===== config.mk =====
export PLATFORM = sky130hd
export DESIGN_NAME = hs_stream_fifo
export DESIGN_NICKNAME = d
export VERILOG_FILES = /design/src/rtl/hs_stream_fifo.sv
export SDC_FILE = /design/constraint.sdc
export NUM_CORES = 1
export LEC_CHECK = 0
export BUFFER_PORTS_ARGS = -buffer_cell sky130_fd_sc_hd__buf_2
export CAP_MARGIN = 20
export CORE_ASPECT_RATIO = 0.7
export CORE_MARGIN = 2
export CORE_UTILIZATION = 40
export CTS_CLUSTER_SIZE = 28
export DETAILED_ROUTE_END_ITERATION = 10
export GPL_TIMING_DRIVEN = 0
export PLACE_DENSITY_LB_ADDON = 0.15
export SETUP_SLACK_MARGIN = 0.4
export SYNTH_ARGS = -nofsm -noshare
export SYNTH_HDL_FRONTEND = slang
export SYNTH_SLANG_ARGS = --single-unit

===== constraint.sdc =====
create_clock -name clk -period 13.7 [get_ports clk]
set_clock_uncertainty 0.15 [all_clocks]
set_input_delay 0.685 -clock clk [delete_from_list [all_inputs] [get_ports clk]]
set_output_delay 0.685 -clock clk [all_outputs]
set_load 0.01 [all_outputs]

===== src/rtl/hs_stream_fifo.sv =====
`default_nettype none
// ============================================================================
// Module  : hs_stream_fifo
// Brief   : First-word fall-through valid/ready stream FIFO with a sticky
//           upstream handshake-protocol monitor.
// Rev     : 1.0
// ============================================================================
module hs_stream_fifo #(
    parameter int DATA_W    = 32,
    parameter int DEPTH     = 8,
    parameter int AFULL_LVL = DEPTH - 2
) (
    input  logic                   clk,
    input  logic                   rst_n,
    input  logic                   s_valid,
    output logic                   s_ready,
    input  logic [DATA_W-1:0]      s_data,
    output logic                   m_valid,
    input  logic                   m_ready,
    output logic [DATA_W-1:0]      m_data,
    input  logic                   flush,
    output logic [$clog2(DEPTH):0] level,
    output logic                   almost_full,
    output logic                   err_valid_drop,
    output logic                   err_data_chg
);

    localparam int                 c_ptr_w = $clog2(DEPTH) + 1;
    localparam int                 c_idx_w = c_ptr_w - 1;
    localparam logic [c_ptr_w-1:0] c_depth = c_ptr_w'(DEPTH);
    localparam logic [c_ptr_w-1:0] c_afull = c_ptr_w'(AFULL_LVL);
    localparam logic [c_ptr_w-1:0] c_one   = c_ptr_w'(1);
    localparam logic [c_ptr_w-1:0] c_zero  = '0;

    logic [DATA_W-1:0]  r_mem [DEPTH];
    logic [c_ptr_w-1:0] r_wr_ptr;
    logic [c_ptr_w-1:0] r_rd_ptr;
    logic               r_rdy;
    logic               r_stall;
    logic [DATA_W-1:0]  r_held_data;
    logic               r_err_valid_drop;
    logic               r_err_data_chg;

    logic [c_ptr_w-1:0] w_level;
    logic               w_s_ready;
    logic               w_m_valid;
    logic               w_push;
    logic               w_pop;

    // Pointers carry one extra wrap bit so full and empty are distinguishable.
    assign w_level   = r_wr_ptr - r_rd_ptr;
    assign w_s_ready = r_rdy & (w_level != c_depth) & ~flush;
    assign w_m_valid = (w_level != c_zero) & ~flush;
    assign w_push    = s_valid & w_s_ready;
    assign w_pop     = w_m_valid & m_ready;

    assign s_ready        = w_s_ready;
    assign m_valid        = w_m_valid;
    assign m_data         = r_mem[r_rd_ptr[c_idx_w-1:0]];
    assign level          = w_level;
    assign almost_full    = (w_level >= c_afull);
    assign err_valid_drop = r_err_valid_drop;
    assign err_data_chg   = r_err_data_chg;

    // Storage needs no reset: contents are only observable while level != 0.
    always_ff @(posedge clk) begin
        if (w_push) begin
            r_mem[r_wr_ptr[c_idx_w-1:0]] <= s_data;
        end
    end

    always_ff @(posedge clk or negedge rst_n) begin
        if (!rst_n) begin
            r_wr_ptr <= c_zero;
            r_rd_ptr <= c_zero;
            r_rdy    <= 1'b0;
        end else begin
            r_rdy <= 1'b1;
            if (flush) begin
                r_wr_ptr <= c_zero;
                r_rd_ptr <= c_zero;
            end else begin
                if (w_push) begin
                    r_wr_ptr <= r_wr_ptr + c_one;
                end
                if (w_pop) begin
                    r_rd_ptr <= r_rd_ptr + c_one;
                end
            end
        end
    end

    // Upstream monitor: a stalled beat must stay valid with unchanged payload.
    always_ff @(posedge clk or negedge rst_n) begin
        if (!rst_n) begin
            r_stall          <= 1'b0;
            r_held_data      <= '0;
            r_err_valid_drop <= 1'b0;
            r_err_data_chg   <= 1'b0;
        end else if (flush) begin
            r_stall          <= 1'b0;
            r_err_valid_drop <= 1'b0;
            r_err_data_chg   <= 1'b0;
        end else begin
            if (r_stall && !s_valid) begin
                r_err_valid_drop <= 1'b1;
            end
            if (r_stall && s_valid && (s_data != r_held_data)) begin
                r_err_data_chg <= 1'b1;
            end
            if (s_valid && !w_s_ready) begin
                r_stall     <= 1'b1;
                r_held_data <= s_data;
            end else begin
                r_stall <= 1'b0;
            end
        end
    end

endmodule
`default_nettype wire


==> metrics, run 1 <==
status=complete, no violations; EDFF count, synth=256; Switch Pwr=approximately 0.70 mW; routability cong.=approximately 0.77; total clock sinks=300; fin nets=between 800 and 900; ys async rst share=approximately 15%; Syn Nets=approximately 680; Worst setup EP type=flop; Worst Setup Start Kind=flop; Final HPWL DP=between 15 and 20 mm; Final ANT Viol Nets=0; worst vdd ir=~0.1 mV; wire length per cell=roughly 22 µm; post-route setup TNS=0 ps; largest net degree at the start of global routing=45; Crit Path Class=reg -> reg; Final period util=between 30% and 40%; Final Max Tran Viols=0; Pint=approximately 1.9 mW; TritonRoute pass-1 iters=5; cts repair resizes=0; worst path required time=approximately 14000 ps; Max-Cap Viols=0; Hold WC Path Type=in -> reg; slew margin rel.=29.5%; Clock Latency Late Sink=between 500 and 600 ps; Gate Count Post-Synth=641; clock power share=between 30% and 40%; Least-Margin Pin Slew=about 1100 ps; Area Overhead vs Synth=18.7%; number of antenna violations at the first check in global routing=1; #FFs+latches synth=300; sequential power share=between 40% and 50%; Peak Freq=0.210 GHz; register area share after synthesis=72.7%; clock root buffer=clkbuf_16; I/O pin count=78; DRC viols=0; final number of hold-violating endpoints=0; DRT iter0 DRCs=~370; RSZ-0062 raised after global routing=no; Core ar.=29800 µm²; Pwr Density=180 nW/µm²; Final setup viols=0; Yosys warning count=0; Vias=6126; post-synth cell types=40; CTS Hold Bufs=0; power share of the combinational group=25.4%; Die W=212 µm; clock buffer count from CTS=30; GRT Overall Usage=approximately 17%; FILL cells=2542; layout cell share with drive strength beyond 1=between 30% and 40%; clock-pin slew on the worst setup and hold paths=roughly 60 ps; mean cell area of the mapped netlist=18.9 µm²; DIE AREA=about 32000 µm²; CTS tree=built; hold_ws=~230 ps; Crit path arrival time=a little under 5000 ps; num rows=53; predominant post-synthesis flop cell=edfxtp_1; Die Y=149 µm; Port Buffers=between 70 and 80; starting density of the core=between 40% and 50%; first-pass GRT wire length=40.0 mm; vias in the first global route=between 6000 and 7000; GRT overflow=0; CTS Buffer Depth=3; Leak=5.20 nW; Setup Fix Bufs, Post-CTS=0; Final min period=4770 ps; Cell Area, Synth=approximately 12000 µm²; CTS H-tree depth=1; switching share of power=between 20% and 30%; crit path max fanout=10; Routed WL=~26 mm; vias per cell=a little over 5
[per-stage QoR]
| step | setup WS [ps] | area (µm²) | std cells | utilization [%] | total power [mW] |
|---|---|---|---|---|---|
| CTS | 8980 | 14300 | 1190 | 48.0 | 2.61 |
| finish | 8930 | 14400 | 1193 | 48.1 | 2.58 |
| global route | 8690 | 14300 | 1192 | 48.1 | 2.71 |
| detailed placement | 9000 | 13300 | 1134 | 44.6 | 1.78 |
| floorplan | 7710 | 12100 | 641 | - | 1.57 |
| global placement | 3860 | 13000 | 1103 | 43.4 | 1.76 |
[worst max-delay path, cell delays in order, from the launching register on]
cell and delay, ps:
dfrtp_1 440, buf_1 570, buf_1 770, inv_1 210, fa_1 450, xor2_1 310
nor3_4 90, nand3_2 130, nand3_1 190, nor4_2 630, buf_4 320, buf_4 190
[worst paths after layout]
path,from,endpoint,slack (ps),cells past startpoint
setup / recovery,r_rd_ptr[1],r_mem[6][10],8930,11
hold / removal,flush,err_data_chg,230,2
setup reg to reg,r_rd_ptr[1],r_mem[6][10],8930,11
hold reg to reg,r_held_data[11],r_held_data[11],380,1
max in group asynchronous,rst_n,r_held_data[5],12330,3
min in group asynchronous,rst_n,err_valid_drop,530,2
[power by group through the flow]
stage          combinational (mW)  sequential [mW]  clock (mW)
6_report                    0.655             1.09       0.829
5_1_grt                     0.718             1.10       0.894
4_1_cts                     0.668             1.09       0.852
3_5_place_dp                0.665             1.11           0
3_3_place_gp                0.646             1.11           0
2_1_floorplan               0.469             1.10           0
[sequential cells by signal, indices dropped and copies added (netlist names)]
register / flops
err_data_chg: 1
err_valid_drop: 1
r_held_data: 32
r_mem: 256
r_rd_ptr: 4
r_rdy: 1
r_stall: 1
r_wr_ptr: 4
[cell families after synthesis]
kind of cell / share of synthesized area [%]
buf+inv: 1.81
simple gates: 5.09
xor+xnor: 2.75
other cells: 0.0310
mux: 16.1
compound gates: 0.849
fa+ha+maj: 0.683
flops: 72.7
[layout by cell type, fill, tap and decap left out, drive strengths merged, types with 4 or more instances in the layout]
master | Yosys | layout
a21oi | 5 | 5
buf | 16 | 125
bufinv | 0 | 4
clkbuf | 11 | 48
clkinv | 0 | 14
dfrtp | 44 | 44
edfxtp | 256 | 256
ha | 5 | 5
inv | 14 | 15
mux2 | 32 | 32
mux4 | 64 | 64
nand2 | 101 | 101
nand3 | 5 | 5
nor2 | 8 | 8
nor3 | 5 | 5
nor4 | 11 | 11
o21ai | 5 | 5
xor2 | 35 | 35
[area by class of cell]
type,instances,area (µm²),area share [%]
diodes,1,2.50,0.0174
plain buffers,27,166,1.16
clock buffers,37,808,5.63
clock inverters,19,191,1.33
inverters,14,52.6,0.366
multi-input cells,300,3120,21.7
flip-flops and latches,300,8790,61.2
well taps,385,482,3.36
repair buffers,110,742,5.17
[metal layers]
layer | track usage (%) | part of all wire [%]
met4 | 3.35 | 1.8
met2 | 27.5 | 47
met3 | 2.79 | 3.7
met1 | 25.1 | 48
met5 | 0 | 0
[cell usage after synthesis (2+ instances only)]
| library cell | instances | area share [%] |
|---|---|---|
| edfxtp_1 | 256 | 64 |
| xor2_1 | 35 | 2.5 |
| mux2i_1 | 3 | 0.25 |
| clkbuf_1 | 11 | 0.34 |
| nand4_1 | 3 | 0.16 |
| dfrtp_1 | 44 | 9.1 |
| nand2_1 | 101 | 3.1 |
| mux4_2 | 64 | 12 |
| buf_12 | 3 | 0.50 |
| buf_1 | 5 | 0.16 |
| xnor2_1 | 3 | 0.22 |
| o21ai_0 | 4 | 0.17 |
| mux2_4 | 29 | 3.6 |
| or3_1 | 2 | 0.10 |
| a21oi_1 | 5 | 0.21 |
| nand3_1 | 4 | 0.17 |
| inv_1 | 14 | 0.43 |
| nor3_1 | 4 | 0.17 |
| nor2_1 | 8 | 0.25 |
| nor4_1 | 11 | 0.57 |
| buf_2 | 7 | 0.29 |
| mux2_2 | 3 | 0.28 |
| ha_1 | 5 | 0.52 |
No activity file was read; power rests on OpenSTA's default activity.
==> run 2, diff against run 1 <==
==> constraint.sdc (replaced) <==
create_clock -name clk -period 4.1 [get_ports clk]
set_clock_uncertainty 0.15 [all_clocks]
set_input_delay 0.205 -clock clk [delete_from_list [all_inputs] [get_ports clk]]
set_output_delay 0.205 -clock clk [all_outputs]
set_load 0.01 [all_outputs]
==> run 2 against run 1 <==
Effect of this change: sequential power grew to 3.4 times the previous value; clock power grew to 3.5 times the previous value; core utilization is 1.8 points higher; sequential share of layout area is 2.3 points lower; count of clock-buffer cells in the layout is 1 lower; die area stayed put; highest routed layer unchanged.
==> metrics, run 2 (synthesis results as in run 1) <==
Die W=212 µm (unchanged); fin nets=855 (+3.5%); CP peak stage delay=470 ps (-300 ps); Worst setup EP type=flop; first-pass GRT wire length=39.2 mm (-2.0%); num rows=53 (unchanged); Pwr Density=591 nW/µm² (+230%); Leak=5.40 nW (+3.8%); routability cong.=0.750 (-3.2%); status=complete, no violations; Core ar.=29800 µm² (unchanged); vias in the first global route=6620 (+0.14%); Crit path arrival time=3610 ps (-1270 ps); Placement Cell Area=13400 µm² (+0.45%); worst-path cell chain=buf_4 -> buf_4 -> inv_1 -> fa_1 -> xor2_2 -> nor3_4 -> nand3_2 -> nand3_2 -> nor4_4 -> buf_6 -> buf_6; GRT overflow=0 (unchanged); Clock Latency Late Sink=560 ps (about the same); Power Total=8.81 mW (+240%); family with the most delay on the worst path=buffers and inverters; wire length per cell=20.8 µm (-4.5%); total clock sinks=300 (unchanged); worst path required time=4210 ps (-9600 ps); crit path max fanout=12 (+2); Final setup viols=0 (unchanged); worst setup margin=599 ps (-8330 ps); Final period util=85.4% (+51 points); DRC viols=0 (unchanged); Final min period=3500 ps (-1270 ps); final non-filler cell area=14900 µm² (+3.8%); Final HPWL DP=17.2 mm (-2.5%); number of antenna violations at the first check in global routing=0 (-1); DRT iter0 DRCs=278 (-25%); GRT Overall Usage=16.7% (-0.45 points); RSZ-0062 raised after global routing=no; Worst Path Buf+Inv=5 (unchanged); vias per cell=5.06 (-1.4%); CTS Buffer Depth=3 (unchanged); Hold WC Path Type=in -> reg; worst vdd ir=0.341 mV (+250%); Crit Path Class=reg -> reg; Max-Cap Viols=0 (unchanged); largest net degree at the start of global routing=45 (unchanged); leading cell types in the layout, fill and taps excluded=256 x edfxtp_1, 101 x nand2_1, 84 x buf_2; CP max-delay cell=dfrtp_1; slew margin rel.=30.3% (+0.87 points); Die Y=149 µm (unchanged); post-place setup slack=-295 ps (-9300 ps); Final ANT Viol Nets=0 (unchanged); clock-pin slew on the worst setup and hold paths=60 ps (about the same); Area Overhead vs Synth=23.3%; Peak Freq=0.286 GHz (+36%); Largest register FFs=256 (unchanged); post-route insts no fill=1221 (+2.3%); dpl cells=1118 (-1.4%); clock buffer count from CTS=30 (unchanged); ANT cells=0 (-1); Port Buffers=77 (unchanged); TritonRoute pass-1 iters=4 (-1); CTS tree=built; final number of hold-violating endpoints=0 (unchanged); layout cell share with drive strength beyond 1=33.3% (-0.82 points); I/O pin count=78 (unchanged); clock root buffer=clkbuf_16; starting density of the core=40.5% (unchanged); Final Max Tran Viols=0 (unchanged); Worst Setup Start Kind=flop; CTS H-tree depth=1 (unchanged); DIE AREA=31600 µm² (unchanged); Least-Margin Pin Slew=1040 ps (-13.0 ps); Routed WL=25.4 mm (-2.3%); most common cell after layout, fill and taps aside=edfxtp_1; Vias=6183 (+0.93%)
-- run 2: routing by layer --
metal	routed length, µm	up-vias	global-route usage [%]
met5	0	-	0
met4	501	0	3.84
met3	1060	43	2.94
met2	12200	118	27.8
met1	11700	3195	23.1
li1	-	2827	-
-- run 2: worst reg2reg max path, cell delays in order, from the launching register on --
cell     delay [ps]
dfrtp_1         470
buf_4           260
buf_4           260
inv_1           120
fa_1            440
xor2_2          250
nor3_4           90
nand3_2         130
nand3_2         200
nor4_4          380
buf_6           230
buf_6           210
-- run 2: layout make-up --
cell class                      instances  area [µm²]
Clock inverter                         20         259
Sequential cell                       300        8790
Multi-Input combinational cell        300        3180
Timing Repair Buffer                  139        1150
Tap cell                              385         482
Fill cell                            2474       14900
Clock buffer                           36         805
Buffer                                 27         183
Inverter                               14        55.1
-- run 2: power by group --
| part | internal, mW | leakage [nW] | switching [mW] |
|---|---|---|---|
| sequential | 3.52 | 2.84 | 0.144 |
| combinational | 1.14 | 2.04 | 1.10 |
| clock | 1.77 | 0.511 | 1.13 |
| total | 6.43 | 5.40 | 2.38 |
-- run 2: path summary, 6_finish.rpt --
path	start	to	slack, ps	cells after the start
worst max register to register	r_rd_ptr[1]	r_mem[6][9]	600	11
worst max-delay path	r_rd_ptr[1]	r_mem[6][9]	600	11
worst min register to register	err_valid_drop	err_valid_drop	360	2
worst min-delay path	flush	err_data_chg	310	3
min in group asynchronous	rst_n	r_wr_ptr[0]	440	3
max in group asynchronous	rst_n	r_held_data[12]	2890	4
-- run 2: metrics by stage --
step           utilization, %  setup TNS (ps)  hold WS [ps]
3_3_place_gp             43.8         -204240           285
5_1_grt                  49.9               0           311
6_report                 49.9               0           307
3_5_place_dp             44.8          -23680           303
4_1_cts                  49.8               0           244
2_1_floorplan               -               0          -241
-- run 2: what timing repair did --
action | CTS | global route
resized for setup | 2 | 5
pin swaps | 7 | 0
cloned | 0 | 0
setup endpoints to repair | 286 | 153
hold buffers | 36 | 1
endpoints found under the hold margin | 339 | 6
setup buffers | 9 | 0
